<file path="config.mk">
export PLATFORM = sky130hd
export DESIGN_NAME = rf_seq_engine
export DESIGN_NICKNAME = d
export VERILOG_FILES = /design/src/rtl/rf_seq_engine.sv
export SDC_FILE = /design/constraint.sdc
export NUM_CORES = 1
export LEC_CHECK = 0
export ABC_AREA = 1
export BUFFER_PORTS_ARGS = -buffer_cell sky130_fd_sc_hd__buf_4
export CAP_MARGIN = 20
export CORE_UTILIZATION = 50
export CTS_CLUSTER_DIAMETER = 80
export CTS_CLUSTER_SIZE = 14
export DETAILED_ROUTE_END_ITERATION = 12
export PLACE_DENSITY = 0.69
export SYNTH_ARGS = -nofsm -noshare
export SYNTH_HDL_FRONTEND = slang
export SYNTH_SLANG_ARGS = --single-unit
</file>
<file path="constraint.sdc">
create_clock -name i_clk -period 2.6 [get_ports i_clk]
set_clock_uncertainty 0.15 [all_clocks]
set_input_delay 0 -clock i_clk [delete_from_list [all_inputs] [get_ports i_clk]]
set_output_delay 0 -clock i_clk [all_outputs]
set_load 0.005 [all_outputs]
</file>
<file path="src/rtl/rf_seq_engine.sv">
// Micro-sequencer that walks an instruction ROM and issues SPI register accesses,
// interrupt waits and jumps, collecting read results in a small valid/ready FIFO.
module rf_seq_engine #(
  parameter int unsigned PC_W     = 8,
  parameter int unsigned RD_DEPTH = 4,
  parameter int unsigned TO_W     = 20
) (
  input  logic            i_clk,
  input  logic            i_rst_n,
  input  logic            i_start,
  output logic [PC_W-1:0] o_instr_addr,
  input  logic [23:0]     i_instr_data,
  output logic            o_spi_req,
  output logic [1:0]      o_spi_mode,
  output logic [9:0]      o_spi_addr,
  output logic [7:0]      o_spi_wdata,
  input  logic            i_spi_ready,
  input  logic            i_spi_done,
  input  logic [7:0]      i_spi_rdata,
  input  logic            i_intr,
  output logic            o_intr_ack,
  output logic [7:0]      o_rd_data,
  output logic            o_rd_valid,
  input  logic            i_rd_ready,
  output logic            o_busy,
  output logic            o_halted,
  output logic            o_timeout
);

  localparam int unsigned AW = $clog2(RD_DEPTH);
  localparam logic [AW:0] DepthCnt = (AW+1)'(RD_DEPTH);

  localparam logic [2:0] OpNop      = 3'b000;
  localparam logic [2:0] OpWrShort  = 3'b001;
  localparam logic [2:0] OpWrLong   = 3'b010;
  localparam logic [2:0] OpRdShort  = 3'b011;
  localparam logic [2:0] OpRdLong   = 3'b100;
  localparam logic [2:0] OpWaitIntr = 3'b101;
  localparam logic [2:0] OpJmp      = 3'b110;
  localparam logic [2:0] OpHalt     = 3'b111;

  typedef enum logic [2:0] {
    StIdle, StFetch, StDecode, StIssue, StWaitSpi, StWaitInt, StHalt
  } state_e;

  state_e          r_state;
  logic [PC_W-1:0] r_pc;
  logic            r_is_rd;
  logic            r_spi_req;
  logic [1:0]      r_spi_mode;
  logic [9:0]      r_spi_addr;
  logic [7:0]      r_spi_wdata;
  logic            r_intr_ack;
  logic            r_timeout;
  logic [TO_W-1:0] r_to_cnt;
  logic [7:0]      r_mem [RD_DEPTH];
  logic [AW-1:0]   r_wptr;
  logic [AW-1:0]   r_rptr;
  logic [AW:0]     r_count;

  logic [2:0]      w_op;
  logic [9:0]      w_addr;
  logic            w_short;
  logic            w_write;
  logic            w_can_issue;
  logic            w_push;
  logic            w_pop;
  logic [PC_W-1:0] w_pc_inc;
  logic [TO_W-1:0] w_cnt_inc;
  logic            w_unused;

  assign w_op      = i_instr_data[23:21];
  assign w_addr    = i_instr_data[17:8];
  assign w_unused  = ^i_instr_data[20:18];
  assign w_short   = (w_op == OpWrShort) || (w_op == OpRdShort);
  assign w_write   = (w_op == OpWrShort) || (w_op == OpWrLong);
  assign w_pc_inc  = r_pc + PC_W'(1);
  assign w_cnt_inc = r_to_cnt + TO_W'(1);

  // Only one SPI op is ever outstanding, so the count seen in ISSUE already
  // reflects every earlier read and the FIFO cannot overflow.
  assign w_can_issue = i_spi_ready && (!r_is_rd || (r_count < DepthCnt));
  assign w_push      = (r_state == StWaitSpi) && i_spi_done && r_is_rd;
  assign w_pop       = (r_count != '0) && i_rd_ready;

  always_ff @(posedge i_clk) begin
    if (!i_rst_n) begin
      r_state     <= StIdle;
      r_pc        <= '0;
      r_is_rd     <= 1'b0;
      r_spi_req   <= 1'b0;
      r_spi_mode  <= 2'b00;
      r_spi_addr  <= '0;
      r_spi_wdata <= '0;
      r_intr_ack  <= 1'b0;
      r_timeout   <= 1'b0;
      r_to_cnt    <= '0;
    end else begin
      r_spi_req  <= 1'b0;
      r_intr_ack <= 1'b0;
      unique case (r_state)
        StIdle, StHalt: begin
          if (i_start) begin
            r_pc      <= '0;
            r_timeout <= 1'b0;
            r_state   <= StFetch;
          end
        end
        StFetch: r_state <= StDecode;
        StDecode: begin
          unique case (w_op)
            OpNop: begin
              r_pc    <= w_pc_inc;
              r_state <= StFetch;
            end
            OpJmp: begin
              r_pc    <= i_instr_data[PC_W-1:0];
              r_state <= StFetch;
            end
            OpHalt: r_state <= StHalt;
            OpWaitIntr: begin
              r_to_cnt <= '0;
              r_state  <= StWaitInt;
            end
            default: begin
              r_is_rd     <= !w_write;
              r_spi_mode  <= {!w_short, w_write};
              r_spi_addr  <= w_short ? {4'b0000, w_addr[5:0]} : w_addr;
              r_spi_wdata <= i_instr_data[7:0];
              r_state     <= StIssue;
            end
          endcase
        end
        StIssue: begin
          if (w_can_issue) begin
            r_spi_req <= 1'b1;
            r_state   <= StWaitSpi;
          end
        end
        StWaitSpi: begin
          if (i_spi_done) begin
            r_pc    <= w_pc_inc;
            r_state <= StFetch;
          end
        end
        StWaitInt: begin
          if (i_intr) begin
            r_intr_ack <= 1'b1;
            r_pc       <= w_pc_inc;
            r_state    <= StFetch;
          end else if (w_cnt_inc == '1) begin
            r_timeout <= 1'b1;
            r_pc      <= w_pc_inc;
            r_state   <= StFetch;
          end else begin
            r_to_cnt <= w_cnt_inc;
          end
        end
        default: r_state <= StIdle;
      endcase
    end
  end

  always_ff @(posedge i_clk) begin
    if (!i_rst_n) begin
      r_wptr  <= '0;
      r_rptr  <= '0;
      r_count <= '0;
    end else begin
      if (w_push) begin
        r_mem[r_wptr] <= i_spi_rdata;
        r_wptr        <= r_wptr + AW'(1);
      end
      if (w_pop) r_rptr <= r_rptr + AW'(1);
      if (w_push && !w_pop) r_count <= r_count + (AW+1)'(1);
      else if (w_pop && !w_push) r_count <= r_count - (AW+1)'(1);
    end
  end

  assign o_instr_addr = r_pc;
  assign o_spi_req    = r_spi_req;
  assign o_spi_mode   = r_spi_mode;
  assign o_spi_addr   = r_spi_addr;
  assign o_spi_wdata  = r_spi_wdata;
  assign o_intr_ack   = r_intr_ack;
  assign o_timeout    = r_timeout;
  assign o_rd_valid   = (r_count != '0);
  assign o_rd_data    = r_mem[r_rptr];
  assign o_busy       = (r_state != StIdle) && (r_state != StHalt);
  assign o_halted     = (r_state == StHalt);

endmodule

</file>
==> flow_summary.ini, run 1 <==
[power]
ir_drop_mv = 0.507
power.leakage_nw = 2.56
power.density_nw_per_um2 = 746

[global_routing]
grt_start_max_net_pins = 57
grt_pass1_wl_mm = 20.0
groute.layer.met1.usage_pct = 30.9
gr-total-overflow = 0
use_met2_pct = 44.1
grt_pass1_vias = 4406
top_usage_layer = met2
grtUsageMet3_pct = 4.81
grt_usage_pct = 25.2
antenna_found_initial = 0

[clocking]
cts.sinks = 96
insertion_delay_ns = 0.36
cts_max_path_buffers = 2
cts_tree = yes
root_buffer = clkbuf_8
clk_pin_slew_ns = 0.10
numCtsBuffers = 9
cts_htree_levels = 3

[die]
start_util_pct = 51.8
core_area_um2 = 9280
die_w_um = 100
rows = 35
die_area_um2 = 10000
io_pins = 81
fp.dieH_um = 100

[routing]
ant_nets = 0
route.detailed.drc = 0
wl_per_cell_um = 13.1
viasPerCell = 5.10
vias = 4617
drt_wl_total_mm = 11.8
first_pass_iters = 4
drtIter0Drc = 160

[logic_synthesis]
syn_area_per_cell_um2 = 7.46
ys_async_sr_fraction_pct = 0
yosys-top-cells-area = dfxtp_1, edfxtp_1, nor2_1
yosysWarnings = 0
synthFlopType = dfxtp_1
netlist.area_leader.share_pct = 26.7
yosys.area.top_type = dfxtp_1
synth_seq_area_share_pct = 46.7
postSynthCellCount = 644
synth_edf_count = 32
netlist_area_um2 = 4810
syn_nets = 692
synth_cell_type_count = 35
ys_ff_latch = 96

[setup_path]
arrival_ns = 2.55
cp-start-kind = flip-flop
worst_r2r_path_depth = 9
cp_data_required_time_ns = 2.75
crit_type = reg2reg
cp_max_fo = 5
end_kind = flip-flop

[sta]
rsz0062_at_grt = true
tns_ns = 0
setup_viol = 0
worst_slack_ns = 0.202
drv_slew = 0
min_period_ns = 2.40
maxSlewHeadroom_pct = 64.7
tightestPinTransition_ns = 0.526
hold_violations = 0
fmax_ghz = 0.417
post-route-period-util_pct = 92.2

[flow_run]
cap_violations = 0

[placed_design]
dp.cells = 845
dp_hpwl_mm = 8.11
place_ws_ns = 0.0793
place_congestion = 0.898
port_buffers = 77

[cells_and_area]
fin_nets = 819
fin_cells = 905
antenna-diode-count = 0
syn_to_final_growth_pct = 29.3
drive_above_1_share_pct = 18.0
final_common_cell = nor2_1
mostFrequentLayoutCells = nor2_1, nand2_1, buf_4

[worst_hold_path]
hold_depth = 2
hold_path.class = in2reg

[status]
status = finished, final reports clean
## synth_stat cells (all sizes together) (2+ instances only)
master / instances
a21oi: 37
ha: 8
o22ai: 12
nand4: 15
inv: 78
nand2: 116
clkbuf: 10
edfxtp: 32
nor2: 150
xnor2: 2
nand3: 28
o21ai: 66
o32ai: 2
buf: 8
xor2: 3
nor3: 6
dfxtp: 64
## through the flow
stage	total power [mW]	cell area, um^2	util, %	hold WS (ns)
after floorplan	3.04	4810	-	-0.0511
after global placement	3.61	5560	59.9	0.0513
after detailed placement	3.66	5560	59.9	0.0569
after CTS	4.64	6170	66.5	0.208
after global routing	5.00	6210	66.9	0.211
final	4.64	6210	66.9	0.223
## final timing paths
check	start	end	slack (ns)
max reg2reg	r_state[1]	o_spi_addr[9]	0.20
max	r_state[1]	o_spi_addr[9]	0.20
min	i_spi_rdata[3]	r_mem[3][3]	0.22
min reg2reg	o_spi_addr[7]	o_spi_addr[7]	0.32
## layout make-up
cell class / count / area, um^2
clock buffer: 10 / 131
clock inverter: 6 / 48.8
fill: 803 / 3070
inverter: 79 / 297
multi-input combinational: 451 / 2200
sequential: 96 / 2250
tap: 129 / 161
timing repair buffer: 134 / 1130
## timing repair
item,CTS,global route
hold buffers,43,0
endpoints found under the hold margin,94,0
endpoints found under the setup margin,0,35
buffers inserted,0,1
resized for setup,0,9
## critical path: stages (launching register included)
cell	delay, ns
dfxtp_1	0.39
inv_1	0.13
nor2_4	0.15
nand2_1	0.11
inv_1	0.12
nand2_1	0.12
nor2_1	0.37
nand2_1	0.09
dlygate4sd3_1	0.57
a21oi_1	0.15
## layer usage
metal	vias up	part of all wire [%]
met5	-	0
met3	19	4.4
met2	128	50
met4	0	2.0
met1	2118	44
li1	2352	-
## state kept, by name, summed over array words and instances, names as in the netlist, named ones only
signal        flops
o_instr_addr      8
r_rptr            2
o_spi_req         1
o_spi_mode        2
r_mem            32
o_spi_addr       10
o_intr_ack        1
r_to_cnt         20
r_wptr            2
r_is_rd           1
r_state           3
r_count           3
o_timeout         1
o_spi_wdata       8
## logic make-up after synthesis
| logic type | synth area share (%) |
|---|---|
| fa+ha+maj | 2.50 |
| flops | 46.7 |
| compound gates | 13.1 |
| xor+xnor | 0.911 |
| buf+inv | 8.07 |
| simple gates | 28.7 |
## where the power goes
group	switching (mW)	leakage, nW	total [mW]	internal (mW)
logic	0.988	1.66	1.76	0.768
registers	0.192	0.809	1.96	1.77
clock network	0.545	0.0916	0.916	0.371
total	1.73	2.56	4.64	2.91
Power figures use the tool's default switching activity.
==> run 2: changes to the inputs <==
--- a/config.mk
+++ b/config.mk
@@ -12,6 +12,7 @@
 export CTS_CLUSTER_DIAMETER = 80
 export CTS_CLUSTER_SIZE = 14
 export DETAILED_ROUTE_END_ITERATION = 12
+export GPL_TIMING_DRIVEN = 1
 export PLACE_DENSITY = 0.69
 export SYNTH_ARGS = -nofsm -noshare
 export SYNTH_HDL_FRONTEND = slang
==> constraint.sdc (replaced) <==
create_clock -name i_clk -period 2.8 [get_ports i_clk]
set_clock_uncertainty 0.15 [all_clocks]
set_input_delay 0 -clock i_clk [delete_from_list [all_inputs] [get_ports i_clk]]
set_output_delay 0 -clock i_clk [all_outputs]
set_load 0.005 [all_outputs]
==> flow_summary.ini, run 2 (synthesized netlist as in run 1, its figures left out) <==
[status]
status = finished, final reports clean

[sta]
worst_slack_ns = 0.208
min_period_ns = 2.59
setup_viol = 0
tightestPinTransition_ns = 0.545
hold_ws_ns = 0.231
maxSlewHeadroom_pct = 63.6
post-route-period-util_pct = 92.6
fmax_ghz = 0.386
drv_slew = 0
hold_violations = 0

[routing]
first_pass_iters = 4
route.detailed.drc = 0
drt_wl_total_mm = 12.0
ant_nets = 0
vias = 4662
viasPerCell = 5.11
drtIter0Drc = 190
wl_per_cell_um = 13.2

[clocking]
insertion_delay_ns = 0.36
numCtsBuffers = 9
cts_max_path_buffers = 2
clk_pin_slew_ns = 0.10
cts_tree = yes
cts.sinks = 96
cts_htree_levels = 3
root_buffer = clkbuf_8

[cells_and_area]
mostFrequentLayoutCells = nor2_1, nand2_1, buf_4
largest_register = r_mem
fin_cells = 912
fillCellCount = 790
fin_nets = 826
multi_input_area_um2 = 2190
regArea_um2 = 2240
largest_reg_flops = 32
drive_above_1_share_pct = 17.9
final_common_cell = nor2_1
final_util_pct = 67.5
syn_to_final_growth_pct = 30.4
antenna-diode-count = 0

[setup_path]
cp_top_family = simple AND/OR/NAND/NOR gates
path_buf_inv = 3
cp_slowest_cell = dfxtp_1
slowest_delay_ns = 0.42
critical_path.cell_chain = ha_2, nand2_1, nor2_4, buf_4, nand2_2, nor2_2, nand3_1, nand2_1, nand2_1, nor2_2, nand4_1, nand2_4, clkinvlp_4, buf_4, nor2_1, nor2_1
arrival_ns = 2.70
cp_max_fo = 10
crit_top_cell = nand2_1
cp-start-kind = flip-flop
crit_type = reg2reg
end_kind = flip-flop
cp_data_required_time_ns = 2.91

[power]
power.density_nw_per_um2 = 687
ir_drop_mv = 0.415
power_mw = 4.30
power.leakage_nw = 2.58

[die]
die_w_um = 100
rows = 35
core_area_um2 = 9280
start_util_pct = 51.8
io_pins = 81
fp.dieH_um = 100
die_area_um2 = 10000

[worst_hold_path]
hold_path.class = in2reg

[placed_design]
place_congestion = 0.891
place_ws_ns = 0.196
port_buffers = 77
dp_hpwl_mm = 7.92
dp.cells = 841

[global_routing]
grt_pass1_wl_mm = 19.9
grt_pass1_vias = 4423
top_usage_layer = met2
gr-total-overflow = 0
grtUsageMet3_pct = 5.29
grt_start_max_net_pins = 57
antenna_found_initial = 0
groute.layer.met1.usage_pct = 29.9
use_met2_pct = 45.1
grt_usage_pct = 24.9

[flow_run]
cap_violations = 0
[run 2: layout make-up]
| cell class | instances | share of cell area, % |
|---|---|---|
| Multi-Input combinational cell | 451 | 35.0 |
| Timing Repair Buffer | 139 | 18.7 |
| Clock buffer | 10 | 2.04 |
| Tap cell | 129 | 2.58 |
| Clock inverter | 6 | 0.819 |
| Timing Repair inverter | 2 | 0.240 |
| Sequential cell | 96 | 35.8 |
| Inverter | 79 | 4.85 |
[run 2: final timing paths]
check	start	to	slack (ns)	depth (start not counted)
setup / recovery	r_to_cnt[1]	r_to_cnt[4]	0.21	16
hold / removal	i_spi_rdata[3]	r_mem[3][3]	0.23	2
setup reg to reg	r_to_cnt[1]	r_to_cnt[4]	0.21	16
hold reg to reg	o_spi_mode[1]	o_spi_mode[1]	0.32	2
[run 2: power breakdown]
| group | internal [mW] | switching, mW | total [mW] |
|---|---|---|---|
| Sequential | 1.64 | 0.213 | 1.86 |
| Clock | 0.336 | 0.516 | 0.852 |
| Combinational | 0.714 | 0.880 | 1.59 |
[run 2: metrics by stage]
stage | setup TNS [ns] | instance area [um^2]
6_report | 0 | 6260
4_1_cts | 0 | 6190
5_1_grt | -0.305 | 6260
2_1_floorplan | 0 | 4810
3_3_place_gp | 0 | 5520
3_5_place_dp | 0 | 5520
[run 2: worst reg2reg max path, cell delays in order, from the launching register on]
cell        delay (ns)
dfxtp_1           0.42
ha_2              0.24
nand2_1           0.09
nor2_4            0.18
buf_4             0.15
nand2_2           0.06
nor2_2            0.08
nand3_1           0.09
nand2_1           0.08
nand2_1           0.06
nor2_2            0.13
nand4_1           0.17
nand2_4           0.17
clkinvlp_4        0.09
buf_4             0.18
nor2_1            0.10
nor2_1            0.05
[run 2: timing repair]
item,4_1_cts,5_1_grt
hold endpoints to repair,88,0
setup endpoints to repair,0,28
hold buffers,49,0
resized for setup,0,10
setup buffers,0,4
[run 2: layer usage]
layer | vias up | wire length (um)
met3 | 10 | 582
met2 | 110 | 6170
met5 | - | 0
met1 | 2172 | 5170
met4 | 0 | 116
li1 | 2370 | -
